==> src/rtl/mef_vedacao.sv <==
// ---------------------------------------------------------------------------
// mef_vedacao -- sealing-stage controller, downstream of the main bottling FSM.
//
// Takes the bottle-at-seal-position level (pos_ve), runs the capping actuator
// through a timed lower (DS) / retract (SB) cycle, then holds ve_done until
// the main FSM drops pos_ve. Tracks the cork magazine and raises alarme when
// it is empty so the main FSM can hold the conveyor.
//
// Optional feature macro: VEDACAO_CONTADOR_EN
//   When defined, adds a 16-bit saturating count of completed seals.
//
// Ports:
//   clk            system clock, rising edge
//   reset          asynchronous, active-high reset
//   start          line enable; low aborts to idle
//   pos_ve         bottle in sealing position (level)
//   reabastecer    single-cycle pulse: magazine refilled to ROLHAS_MAX
//   vedador        actuator down command
//   ve_done        sealing complete (level)
//   alarme         cork stock empty, or faulted waiting for refill
//   ocupado        block busy (not idle)
//   rolhas         current cork count
//   total_vedadas  completed-seal count (VEDACAO_CONTADOR_EN only)
// ---------------------------------------------------------------------------
module mef_vedacao #(
    parameter int T_DESCE    = 4,
    parameter int T_SOBE     = 2,
    parameter int ROLHAS_MAX = 15,
    parameter int ROLHAS_W   = 4
) (
    input  logic                clk,
    input  logic                reset,
    input  logic                start,
    input  logic                pos_ve,
    input  logic                reabastecer,
    output logic                vedador,
    output logic                ve_done,
    output logic                alarme,
    output logic                ocupado,
    output logic [ROLHAS_W-1:0] rolhas
`ifdef VEDACAO_CONTADOR_EN
    ,
    output logic [15:0]         total_vedadas
`endif
);

    typedef enum logic [2:0] {ID, DS, SB, OK, FA} state_t;

    localparam logic [7:0]          TD_LD = 8'(T_DESCE - 1);
    localparam logic [7:0]          TS_LD = 8'(T_SOBE - 1);
    localparam logic [ROLHAS_W-1:0] RMAX  = ROLHAS_W'(ROLHAS_MAX);

    state_t              state_q, state_d;
    logic [7:0]          timer_q, timer_d;
    logic [ROLHAS_W-1:0] rolhas_q, rolhas_d;
    logic                consume;
    logic                vedador_q, ve_done_q, alarme_q, ocupado_q;

    always_comb begin
        state_d = state_q;
        timer_d = timer_q;
        consume = 1'b0;
        if (!start) begin
            // Abort wins over everything; a cork already taken is not returned.
            state_d = ID;
            timer_d = '0;
        end else begin
            case (state_q)
                ID: if (pos_ve) begin
                    if (rolhas_q != '0) begin
                        state_d = DS;
                        timer_d = TD_LD;
                        consume = 1'b1;
                    end else begin
                        state_d = FA;
                    end
                end
                DS: if (timer_q == '0) begin
                    state_d = SB;
                    timer_d = TS_LD;
                end else begin
                    timer_d = timer_q - 8'd1;
                end
                SB: if (timer_q == '0) state_d = OK;
                    else timer_d = timer_q - 8'd1;
                // Leaving OK only through ID means a held pos_ve cannot reseal.
                OK: if (!pos_ve) state_d = ID;
                FA: if (reabastecer) state_d = ID;
                default: state_d = ID;
            endcase
        end
        // Refill and consume in the same cycle nets to ROLHAS_MAX-1.
        rolhas_d = (reabastecer ? RMAX : rolhas_q) - {{(ROLHAS_W-1){1'b0}}, consume};
    end

    // Outputs are registered from next state so they match the Moore decode
    // of the state register cycle for cycle.
    always_ff @(posedge clk or posedge reset) begin
        if (reset) begin
            state_q   <= ID;
            timer_q   <= '0;
            rolhas_q  <= RMAX;
            vedador_q <= 1'b0;
            ve_done_q <= 1'b0;
            alarme_q  <= 1'b0;
            ocupado_q <= 1'b0;
        end else begin
            state_q   <= state_d;
            timer_q   <= timer_d;
            rolhas_q  <= rolhas_d;
            vedador_q <= (state_d == DS);
            ve_done_q <= (state_d == OK);
            alarme_q  <= (rolhas_d == '0) || (state_d == FA);
            ocupado_q <= (state_d != ID);
        end
    end

    assign vedador = vedador_q;
    assign ve_done = ve_done_q;
    assign alarme  = alarme_q;
    assign ocupado = ocupado_q;
    assign rolhas  = rolhas_q;

`ifdef VEDACAO_CONTADOR_EN
    logic [15:0] tot_q;

    // Counts only real completions (SB->OK); saturates instead of wrapping.
    always_ff @(posedge clk or posedge reset) begin
        if (reset) begin
            tot_q <= '0;
        end else if (state_q == SB && state_d == OK && tot_q != 16'hFFFF) begin
            tot_q <= tot_q + 16'd1;
        end
    end

    assign total_vedadas = tot_q;
`endif

endmodule

==> config.mk <==
export PLATFORM = sky130hd
export DESIGN_NAME = mef_vedacao
export DESIGN_NICKNAME = d
export VERILOG_FILES = /design/src/rtl/mef_vedacao.sv
export SDC_FILE = /design/constraint.sdc
export NUM_CORES = 1
export LEC_CHECK = 0
export ABC_AREA = 0
export CORE_ASPECT_RATIO = 1.5
export CORE_UTILIZATION = 48
export DETAILED_ROUTE_END_ITERATION = 8
export GPL_TIMING_DRIVEN = 0
export PLACE_DENSITY = 0.73
export SLEW_MARGIN = 0
export SYNTH_ARGS = -nofsm -noshare
export SYNTH_HDL_FRONTEND = slang
export SYNTH_SLANG_ARGS = --single-unit
==> constraint.sdc <==
create_clock -name clk -period 2 [get_ports clk]
set_clock_uncertainty 0.05 [all_clocks]
set_input_delay 0.5 -clock clk [delete_from_list [all_inputs] [get_ports clk]]
set_output_delay 0.5 -clock clk [all_outputs]
set_load 0.05 [all_outputs]
==> out/qor.yml, run 1 <==
run_status:
  outcome: "finished clean"
drt:
  drc: 0
  drtAntennaViolNets: 0
  drt_iter0_drc: 19
  wire_per_inst_um: 14.7
  routed_wl_mm: 2.22
  vias: 850
  drtPass1Iterations: 4
  viasPerCell: 5.63
logic_synthesis:
  syn_area_um2: 1070
  avgSynthCellArea_um2: 9.66
  yosys.area.top_type: "dfrtp_1"
  synth_edf_count: 0
  syn_nets: 120
  synth_seq_cells: 19
  synth.distinct_cells: 34
  synth_top_cell_area_share_pct: 35.0
  postSynthCellCount: 111
  ys_top_cells_by_count: "dfrtp_1 (15), nor2_1 (15), o21ai_0 (9)"
  synthArstFlopShare_pct: 100
  synth_flop_cell: "dfrtp_1"
  synth.area.top_cells: "dfrtp_1 (35%), dfstp_2 (9.8%), nor2_1 (5.3%)"
  seq_area_frac_synth_pct: 44.8
  yosysWarnings: 0
timing:
  slew_headroom_pct: 52.0
  setup_viol: 0
  finalHoldViolCount: 0
  tightest_slew_ns: 0.719
  period_share_pct: 97.9
  worst_slack_ns: 0.0429
  min_period_ns: 1.96
  slew_viol_final: 0
  setup_tns_ns: 0
  fmax_mhz: 511
  rsz0062_at_grt: "true"
global_routing:
  grt_pass1_wl_mm: 3.59
  grt_overflow: 0
  grt_usage_pct: 21.5
  grt_antenna_before_repair: 0
  grt_pass1_vias: 831
  grt_max_degree: 20
hold_path:
  whs_endpoint: "timer_q[1]"
  worstHoldStart: "timer_q[1]"
  min_path_cells: 2
  hold_class: "register to register"
critical_path:
  crit_path_cell_trace: "clkdlybuf4s15_1"
  required_ns: 1.45
  r2r_end: "alarme"
  worst-r2r-setup-slack_ns: 0.09
  slowest_delay_ns: 0.60
  critPathLaunchType: "register"
  r2r_cells: 7
  cp_max_fo: 4
  cp_top_family: "flip-flops"
  rr_startpoint: "state_q[0]"
  cp.arrival_ns: 1.41
  critical_path.endpoint_type: "output pin"
  path_buf_inv: 1
  crit_slowest_cell: "dfstp_2"
  worstSetupPathType: "register to output pin"
place:
  dp_hpwl_mm: 1.66
  pre_cts_ws_ns: -0.616
  gp_congestion: 0.830
  portBuffers: 12
power:
  leakagePower_nw: 0.658
  switchingPower_mw: 0.713
  power_mw: 1.64
  p_sw_share_pct: 43.6
  p_comb_share_pct: 51.3
  intPower_mw: 0.922
  p_per_area_nw_per_um2: 1250
  clkPwrFrac_pct: 12.0
  seq_power_share_pct: 36.7
  max-vdd-ir-drop_v: 0.000822
clock_tree:
  cts_buffer_depth: 2
  hold_buffers: 0
  cts_tree: "built"
  root_buffer: "clkbuf_4"
  clk_pin_slew_worst_paths_ns: 0.11
  htreeDepth: 1
  clock-sinks: 19
  cts_inserted_buffers: 3
  clk_latency_ns: 0.30
floorplanning:
  placement_rows: 20
  initial_utilization_pct: 51.6
  die_area_um2: 2430
  io_pins: 13
  die_w_um: 40.6
  core-area_um2: 2080
  die_h_um: 59.9
finish:
  drive_above_1_share_pct: 21.7
  area_growth_pct: 22.2
  fillers: 184
  num_antenna_cells: 0
  nets: 139
flow_run:
  drv_cap: 0
==> power groups by stage <==
| stage | registers [mW] | logic, mW | clock network, mW |
|---|---|---|---|
| global route | 0.618 | 0.940 | 0.212 |
| finish | 0.601 | 0.839 | 0.196 |
| CTS | 0.590 | 0.824 | 0.205 |
| detailed placement | 0.591 | 0.812 | 0 |
| global placement | 0.586 | 0.797 | 0 |
| floorplan | 0.645 | 0.572 | 0 |
==> per-stage QoR <==
step / hold WS [ns] / cells / util (%) / instance area, µm²
4_1_cts: 0.505 / 149 / 61.4 / 1270
2_1_floorplan: 0.398 / 111 / - / 1080
3_5_place_dp: 0.475 / 145 / 59.1 / 1230
6_report: 0.504 / 151 / 63.1 / 1310
3_3_place_gp: 0.441 / 145 / 59.1 / 1230
5_1_grt: 0.564 / 151 / 63.1 / 1310
==> per-layer routing <==
layer  track usage [%]  vias to the layer above  part of all wire [%]
met2              40.6                       16                    55
li1                  -                      431                     -
met4              5.71                        0                   1.1
met3              3.35                        2                   2.8
met5                 0                        -                     0
met1              22.7                      401                    41
==> area by class of cell <==
type	instances	area (µm²)	area share [%]
Multi-Input combinational cell	84	614	46.9
Clock inverter	1	5.00	0.382
Buffer	2	8.76	0.669
Tap cell	22	27.5	2.10
Sequential cell	19	482	36.8
Timing Repair Buffer	14	128	9.74
Inverter	6	22.5	1.72
Clock buffer	3	22.5	1.72
==> how the worst max path moves through the flow <==
stage / startpoint / depth (start not counted) / slack (ns) / endpoint
floorplan: rolhas[0] / 6 / 0.01 / alarme
global placement: start / 7 / -0.62 / alarme
detailed placement: start / 7 / -0.62 / alarme
CTS: rolhas[3] / 1 / -0.0007 / rolhas[3]
global route: state_q[0] / 7 / -0.006 / alarme
finish: rolhas[0] / 1 / 0.04 / rolhas[0]
==> logic make-up after synthesis <==
group / Yosys count / share of synthesized area, %
AND/OR/NAND/NOR: 45 / 23.1
buffers and inverters: 8 / 2.80
XOR/XNOR: 5 / 4.08
flip-flops: 19 / 44.8
AO/OA/AOI/OAI: 27 / 17.7
adder cells (fa/ha/maj): 4 / 4.67
multiplexers: 3 / 2.80
==> sequential cells by signal, summed over array words and instances, names as in the netlist <==
signal,count
ocupado,1
vedador,1
rolhas,4
ve_done,1
alarme,1
state_q,3
timer_q,8
==> layout by cell type, fill, tap and decap left out, types with 2 or more instances in the layout <==
| cell | n |
|---|---|
| inv_1 | 6 |
| nor2_1 | 15 |
| mux2i_1 | 3 |
| dfstp_2 | 4 |
| and3_1 | 2 |
| clkbuf_2 | 3 |
| dlygate4sd2_1 | 2 |
| o21bai_1 | 2 |
| clkbuf_4 | 3 |
| dfrtp_1 | 14 |
| buf_4 | 2 |
| clkdlybuf4s50_1 | 2 |
| ha_1 | 3 |
| nor3b_1 | 2 |
| or2_2 | 4 |
| a21oi_1 | 6 |
| dlymetal6s2s_1 | 4 |
| o211ai_1 | 3 |
| nand2b_1 | 3 |
| nand2_1 | 7 |
| or3_1 | 3 |
| o21ai_0 | 9 |
| xor2_1 | 4 |
==> timing repair <==
item | 4_1_cts | 5_1_grt
resized for setup | 10 | 16
hold endpoints to repair | 0 | 0
setup endpoints to repair | 9 | 13
pin swaps | 0 | 1
buffers inserted | 0 | 2
No activity file was read; power rests on OpenSTA's default activity.
==> inputs of run 2 (changes only) <==
CORE_UTILIZATION = 55   (was 48)
DONT_BUFFER_PORTS = 1   (was unset)
==> run 2 against run 1 <==
  * Critical path depth is 6 higher
  * Non-clock buffer count is 11 lower
  * Count of clock-buffer cells in the layout is 1 higher
  * Critical endpoint is now alarme
  * Via count is 3.3% higher
  * Highest routed layer unchanged
  * Maximum frequency is 3.8% lower
  * The flow now finishes with violations (setup timing)
  * Sequential power is 16% higher
  * Total power is 3.4% higher
  * First-iteration DRC count is 21% higher
==> out/qor.yml, run 2 (same netlist as run 1, synthesis figures left out) <==
clock_tree:
  clk_latency_ns: 0.30  # about the same
  clock-sinks: 19  # unchanged
  clk_pin_slew_worst_paths_ns: 0.11  # about the same
  cts_inserted_buffers: 3  # unchanged
  cts_tree: "built"
  htreeDepth: 1  # unchanged
  cts_buffer_depth: 2  # unchanged
  hold_buffers: 0  # unchanged
  root_buffer: "clkbuf_4"
finish:
  nets: 128  # -7.9%
  area_growth_pct: 17.5
  layout_commonest_cell: "nor2_1"
  final_cell_mix: "nor2_1 (15), dfrtp_1 (14), o21ai_0 (8)"
  largest_reg_flops: 8  # unchanged
  stdcell_count: 139  # -7.9%
  regMostFlops: "timer_q"
  post-route-util_pct: 68.8  # +5.8 points
  num_antenna_cells: 0  # unchanged
  drive_above_1_share_pct: 24.6  # +2.9 points
timing:
  worst_slack_ns: -0.0334  # -0.0763 ns
  period_share_pct: 102  # +3.8 points
  rsz0062_at_grt: "true"
  fmax_mhz: 492  # -3.8%
  min_period_ns: 2.03  # +0.0763 ns
  tightest_slew_ns: 0.834  # +0.115 ns
  slew_headroom_pct: 43.8  # -8.2 points
  hold_ws_ns: 0.131  # -0.373 ns
  setup_viol: 1  # +1
  finalHoldViolCount: 0  # unchanged
  slew_viol_final: 0  # unchanged
floorplanning:
  die_area_um2: 2130  # -12%
  die_h_um: 56.1  # -6.4%
  core-area_um2: 1830  # -12%
  placement_rows: 19  # -5.0%
  die_w_um: 38.1  # -6.3%
  initial_utilization_pct: 58.6  # +7.0 points
  io_pins: 13  # unchanged
global_routing:
  grt_antenna_before_repair: 0  # unchanged
  grt_overflow: 0  # unchanged
  grt_pass1_wl_mm: 3.71  # +3.5%
  grt_usage_pct: 24.2  # +2.7 points
  grt_pass1_vias: 862  # +3.7%
  grt_max_degree: 20  # unchanged
hold_path:
  hold_class: "input port to async pin"
critical_path:
  critical_path.endpoint_type: "register"
  slowest_delay_ns: 0.40  # -0.20 ns
  cp_max_fo: 10  # +6
  required_ns: 2.16  # +0.71 ns
  cp.arrival_ns: 2.20  # +0.79 ns
  crit_slowest_cell: "dfrtp_1"
  worstSetupPathType: "register to register"
  crit_path_cell_trace: "clkbuf_4 -> nor4b_4 -> nor2b_2 -> ha_4 -> and3_1 -> o21bai_1 -> o41ai_2"
  critPathLaunchType: "register"
drt:
  vias: 878  # +3.3%
  drc: 0  # unchanged
  viasPerCell: 6.32  # +12%
  wire_per_inst_um: 17.9  # +22%
  routed_wl_mm: 2.50  # +12%
  drtAntennaViolNets: 0  # unchanged
  drtPass1Iterations: 4  # unchanged
  drt_iter0_drc: 23  # +4
power:
  seq_power_share_pct: 41.1  # +4.4 points
  clkPwrFrac_pct: 11.8  # -0.2 points
  p_sw_share_pct: 44.7  # +1.1 points
  p_comb_share_pct: 47.1  # -4.2 points
  switchingPower_mw: 0.756  # +6.0%
  max-vdd-ir-drop_v: 0.000860  # +4.6%
  leakagePower_nw: 0.550  # -16%
  intPower_mw: 0.936  # +1.5%
  p_per_area_nw_per_um2: 1340  # +7.5%
run_status:
  outcome: "finished with violations"
  violations: "setup timing"
place:
  dp_hpwl_mm: 1.60  # -3.7%
  portBuffers: 0  # -12
  gp_congestion: 0.822  # -0.96%
  place_inst: 132  # -9.0%
flow_run:
  drv_cap: 0  # unchanged
-- run 2: stage by stage --
step / setup WS, ns / instance area (µm²) / power, mW / TNS [ns]
after floorplan: 0.0144 / 1080 / 1.22 / 0
after global placement: -0.154 / 1110 / 1.33 / -0.154
after detailed placement: -0.221 / 1110 / 1.36 / -0.221
after CTS: -0.0284 / 1200 / 1.59 / -0.0284
after global routing: -0.0898 / 1260 / 1.81 / -0.170
final: -0.0334 / 1260 / 1.69 / -0.0334
-- run 2: timing repair --
| action | in CTS | in global routing |
|---|---|---|
| setup buffers | 3 | 0 |
| pin swaps | 4 | 2 |
| endpoints found under the setup margin | 1 | 9 |
| resized for setup | 8 | 13 |
-- run 2: path summary, 6_finish.rpt --
kind | start | end | slack, ns | cells past startpoint
setup / recovery | state_q[0] | alarme | -0.03 | 7
hold / removal | reset | state_q[0] | 0.13 | 1
setup reg to reg | state_q[0] | alarme | -0.03 | 7
hold reg to reg | timer_q[1] | timer_q[1] | 0.50 | 2
max in group asynchronous | reset | state_q[2] | 1.28 | 1
min in group clk | start | timer_q[1] | 0.29 | 2
-- run 2: layout make-up --
cell class	count	area (µm²)
multi-input combinational	84	654
inverter	6	22.5
clock buffer	4	26.3
tap	21	26.3
fill	130	571
sequential	19	497
timing repair buffer	3	22.5
buffer	2	11.3
-- run 2: worst max-delay path, delay by kind of cell, from the launching register on --
family | cells | cell delay, ns
AND/OR/NAND/NOR | 3 | 0.72
AO/OA/AOI/OAI | 2 | 0.39
flip-flops | 1 | 0.40
buffers and inverters | 1 | 0.20
adder cells (fa/ha/maj) | 1 | 0.17
-- run 2: metal layers --
| metal | global-route usage [%] | vias to the layer above | part of all wire, % |
|---|---|---|---|
| met5 | 0 | - | 0 |
| met4 | 12.2 | 0 | 2.6 |
| met3 | 2.40 | 7 | 3.1 |
| met2 | 43.1 | 18 | 57 |
| met1 | 26.2 | 444 | 38 |
| li1 | - | 409 | - |
-- run 2: power groups by stage --
stage / clock (mW) / combinational [mW] / sequential [mW]
CTS: 0.200 / 0.719 / 0.667
detailed placement: 0 / 0.686 / 0.671
global route: 0.211 / 0.888 / 0.711
floorplan: 0 / 0.572 / 0.645
global placement: 0 / 0.667 / 0.667
finish: 0.200 / 0.798 / 0.695
==> inputs of run 3 (changes only) <==
CTS_CLUSTER_SIZE = 25   (was unset)
==> results of run 3 <==
Same layout as run 2: the final DEF is identical, and so are final timing and power.
